[config.mk]
export PLATFORM = sky130hd
export DESIGN_NAME = jtcps2_obj_dma
export DESIGN_NICKNAME = d
export VERILOG_FILES = /design/src/rtl/jtcps2_obj_dma.sv
export SDC_FILE = /design/constraint.sdc
export NUM_CORES = 1
export LEC_CHECK = 0
export BUFFER_PORTS_ARGS = -buffer_cell sky130_fd_sc_hd__buf_2
export CAP_MARGIN = 20
export CELL_PAD_IN_SITES_DETAIL_PLACEMENT = 0
export CELL_PAD_IN_SITES_GLOBAL_PLACEMENT = 1
export CORE_UTILIZATION = 43
export DETAILED_ROUTE_END_ITERATION = 10
export GPL_TIMING_DRIVEN = 0
export PLACE_DENSITY_LB_ADDON = 0.1
export SYNTH_ARGS = -nofsm -noshare
export SYNTH_HDL_FRONTEND = slang
export SYNTH_SLANG_ARGS = --single-unit
[constraint.sdc]
create_clock -name clk -period 4.6 [get_ports clk]
set_input_delay 0.46 -clock clk [delete_from_list [all_inputs] [get_ports clk]]
set_output_delay 0.46 -clock clk [all_outputs]
set_load 0.03 [all_outputs]
[src/rtl/jtcps2_obj_dma.sv]
// CPS2 object table DMA: copies object RAM into the write half of a
// double-buffered frame table during vblank, then swaps halves.
module jtcps2_obj_dma (
    input  logic        clk,
    input  logic        rst,
    input  logic        vblank,
    input  logic        obj_en,
    input  logic        obj_page,
    output logic [12:0] ram_addr,
    output logic        ram_req,
    input  logic        ram_ok,
    input  logic [15:0] ram_data,
    output logic        tbl_we,
    output logic [12:0] tbl_waddr,
    output logic [15:0] tbl_wdata,
    output logic        rd_bank,
    output logic        busy,
    output logic        frame_done,
    output logic        abort
);

    typedef enum logic [1:0] {
        IDLE,
        REQ,
        WR,
        DONE
    } state_t;

    state_t      state;
    logic        vb_q;
    logic        page;
    logic [11:0] cnt;
    logic        y_neg;
    logic        attr_ff;
    logic        vb_rise;
    logic        vb_fall;
    logic        at_attr;
    logic        stop;

    assign vb_rise = vblank & ~vb_q;
    assign vb_fall = ~vblank & vb_q;
    assign at_attr = (cnt[1:0] == 2'd3);
    // the terminator entry is copied in full before stopping
    assign stop    = at_attr & (y_neg | attr_ff | (cnt[11:2] == 10'h3ff));

    // vblank edge detector reference
    always_ff @(posedge clk or posedge rst) begin
        if (rst) begin
            vb_q <= 1'b0;
        end else begin
            vb_q <= vblank;
        end
    end

    // copy sequencer: request a word, write it, advance or finish
    always_ff @(posedge clk or posedge rst) begin
        if (rst) begin
            state      <= IDLE;
            page       <= 1'b0;
            cnt        <= 12'd0;
            y_neg      <= 1'b0;
            attr_ff    <= 1'b0;
            ram_addr   <= 13'd0;
            ram_req    <= 1'b0;
            tbl_we     <= 1'b0;
            tbl_waddr  <= 13'd0;
            tbl_wdata  <= 16'd0;
            rd_bank    <= 1'b0;
            busy       <= 1'b0;
            frame_done <= 1'b0;
            abort      <= 1'b0;
        end else begin
            frame_done <= 1'b0;
            abort      <= 1'b0;
            unique case (state)
                IDLE: begin
                    if (vb_rise && obj_en) begin
                        page     <= obj_page;
                        cnt      <= 12'd0;
                        ram_addr <= {obj_page, 12'd0};
                        ram_req  <= 1'b1;
                        busy     <= 1'b1;
                        state    <= REQ;
                    end
                end
                REQ: begin
                    if (vb_fall) begin
                        // window closed: drop any data arriving now
                        ram_req <= 1'b0;
                        busy    <= 1'b0;
                        abort   <= 1'b1;
                        state   <= IDLE;
                    end else if (ram_ok) begin
                        ram_req   <= 1'b0;
                        tbl_we    <= 1'b1;
                        tbl_wdata <= ram_data;
                        tbl_waddr <= {~rd_bank, cnt};
                        if (cnt[1:0] == 2'd1) begin
                            y_neg <= ram_data[15];
                        end
                        if (cnt[1:0] == 2'd3) begin
                            attr_ff <= (ram_data[15:8] == 8'hff);
                        end
                        state <= WR;
                    end
                end
                WR: begin
                    tbl_we <= 1'b0;
                    if (vb_fall) begin
                        busy  <= 1'b0;
                        abort <= 1'b1;
                        state <= IDLE;
                    end else if (stop) begin
                        rd_bank    <= ~rd_bank;
                        frame_done <= 1'b1;
                        busy       <= 1'b0;
                        state      <= DONE;
                    end else begin
                        cnt      <= cnt + 12'd1;
                        ram_addr <= {page, cnt + 12'd1};
                        ram_req  <= 1'b1;
                        state    <= REQ;
                    end
                end
                DONE: begin
                    state <= IDLE;
                end
                default: begin
                    state <= IDLE;
                end
            endcase
        end
    end

endmodule

==> reports/results.tsv <==
metric	value	unit
run_status	complete, no violations	
rsz0062_at_grt	no	
n_fill_cell	579	
drt_iter0_drc	127	
final_area	3226	um2
clk_latency	0.31	ns
wl_per_cell	15.83	um
synth_area_leaders	dfrtp_1 50%, mux2_2 8.4%, nand2_1 6.2%, ha_1 2.8%, o211ai_1 1.7%	
power_density	609.6	nW/um2
crit_path_end_kind	register	
drc	0	
grt_pass1_wl	10030	um
cts_made_buffers	5	
start_util	0.4500	
synth_edf_count	0	
globalRoute.totalOverflow	0	
ys_seq_area_frac	0.5042	
multi_input_area	1222	um2
yosysWarnings	0	
dpl.hpwl	4600	um
cts_setup_buffers	0	
ys.flop_type	dfrtp_1	
num_vias	2208	
place_congestion	0.8434	
cts_resized	0	
yosysTopAreaCell	dfrtp_1	
yosysMostFrequentCell	dfrtp_1	
fin_skew	0.002590	ns
cts_tree	done	
rows	28	
yosys_register_bits	54	
yosys.area.top_type_share	0.5042	
antenna_cells	0	
drive_gt1_frac	0.3476	
irDropWorstVdd	0.3005	mV
netlist_area	2680	um2
drt_pass1_iterations	4	
die_w	80.95	um
period_share	0.4716	
startpoint_type	register	
place_inst	395	
fmax	461.0	MHz
tns	0	ns
cp.arrival	2.37	ns
syn_area_per_cell	10.72	um2
maxCapViolCount	0	
grt_pass1_vias	1952	
htreeDepth	2	
cts.sinks	54	
tightest_slew	0.5445	ns
dieArea	6552	um2
hold_violations	0	
synthTopCellsByCount	54 x dfrtp_1, 44 x nand2_1, 20 x mux2_2	
path_clk_slew	0.10	ns
viasPerCell	5.479	
wl_met3	272	um
crit_fanout	10	
async_flop_share	1.000	
dp_slack	2.420	ns
wl_met2	3036	um
p_total	1.966	mW
layout_min_cycle_time	2.169	ns
highest_layer	met4	
layout.nets	355	
die_y	80.95	um
syn2layout_area_growth	20.35	%
setup_viol	0	
grt_max_degree	35	
antenna_found_initial	0	
post_synth_num_cell_types	48	
pin_count	70	
route.antenna.remaining_nets	0	
maxSlewViolCount	0	
synthCells	250	
hold_path_class	in -> async	
cts_hold_buf	0	
grtUsageTotal	0.2035	
leakagePower	1.639	nW
final.setup.worst_slack	2.431	ns
post_dp_cell_area	3139	um2
cts_max_path_buffers	2	
wl_met1	3011	um
stdcell_count	403	
port_buffers	69	
postRouteWirelength	6379	um
register_area	1351	um2
critPathKind	reg -> reg	
cts-root-buf	clkbuf_8	
relSlewSlack	0.6370	
core	5956	um2
syn-num-nets	278	
required	4.80	ns
## critical path, cell delays in order, from the launching register on
cell     delay [ns]
dfrtp_1        0.48
ha_1           0.22
buf_2          0.18
and2_1         0.20
and4_4         0.22
buf_6          0.15
o32ai_2        0.29
mux2_4         0.33
## sequential cells by signal, summed over array words and instances, names as in the netlist
register,flops
ram_addr,13
state,2
tbl_waddr,13
vb_q,1
y_neg,1
tbl_we,1
abort,1
frame_done,1
attr_ff,1
ram_req,1
busy,1
tbl_wdata,16
rd_bank,1
page,1
## path summary, 6_finish.rpt
kind,start,endpoint,slack (ns),cells after the start
setup / recovery,ram_addr[0],busy,2.43,7
hold / removal,rst,tbl_wdata[0],0.15,2
setup reg to reg,ram_addr[0],busy,2.43,7
hold reg to reg,tbl_wdata[2],tbl_wdata[2],0.48,2
max in group asynchronous,rst,state[0],3.90,3
min in group clk,vblank,vb_q,0.32,1
## cell usage in the layout, fill, tap and decap left out, drive strengths merged, types with 2 or more instances in the layout
master / Yosys / layout
o21ai: 10 / 10
mux2: 21 / 21
o41ai: 2 / 2
mux2i: 3 / 3
nand2b: 2 / 2
o311ai: 2 / 2
a22o: 2 / 2
dfrtp: 54 / 54
and4: 7 / 7
clkbuf: 2 / 8
nand3: 4 / 4
a21oi: 3 / 3
or3: 2 / 2
nor2b: 2 / 2
nand4: 7 / 7
and2: 5 / 5
a221o: 3 / 3
or4: 2 / 2
a211o: 3 / 3
a31oi: 4 / 4
a211oi: 2 / 2
nor3: 5 / 5
o211ai: 6 / 6
a21o: 2 / 2
o311a: 3 / 3
clkinv: 0 / 2
ha: 6 / 6
nor2: 10 / 10
nand2: 44 / 44
inv: 11 / 11
buf: 9 / 79
## final cells by class
cell class,count,area share
Multi-Input combinational cell,174,0.3790
Inverter,11,0.01280
Buffer,11,0.02017
Clock inverter,2,0.004267
Sequential cell,54,0.4189
Clock buffer,6,0.02250
Tap cell,75,0.02909
Timing Repair Buffer,70,0.1133
## logic make-up after synthesis
kind of cell    count (synthesis)  synth area share
mux                            24            0.1008
compound gates                 47            0.1401
simple gates                   96            0.1839
fa+ha+maj                       6           0.02801
buf+inv                        22           0.03968
flops                          54            0.5042
xor+xnor                        1          0.003269
## power by group
part	switching (mW)	total, mW	internal (mW)
clock	0.161	0.269	0.108
combinational	0.622	0.951	0.330
sequential	0.113	0.746	0.634
total	0.895	1.97	1.07
## per-layer routing
layer | GRT usage | vias up
met5 | 0 | -
met4 | 0.05357 | 0
met3 | 0.04045 | 5
met2 | 0.3286 | 61
met1 | 0.2780 | 1080
li1 | - | 1062
## through the flow
| step | utilization | hold slack (ns) |
|---|---|---|
| after floorplan | - | 0.4799 |
| after global placement | 0.5237 | 0.4521 |
| after detailed placement | 0.5271 | 0.4582 |
| after CTS | 0.5416 | 0.1708 |
| after global routing | 0.5416 | 0.1810 |
| final | 0.5416 | 0.1547 |
No activity file was read; power rests on OpenSTA's default activity.
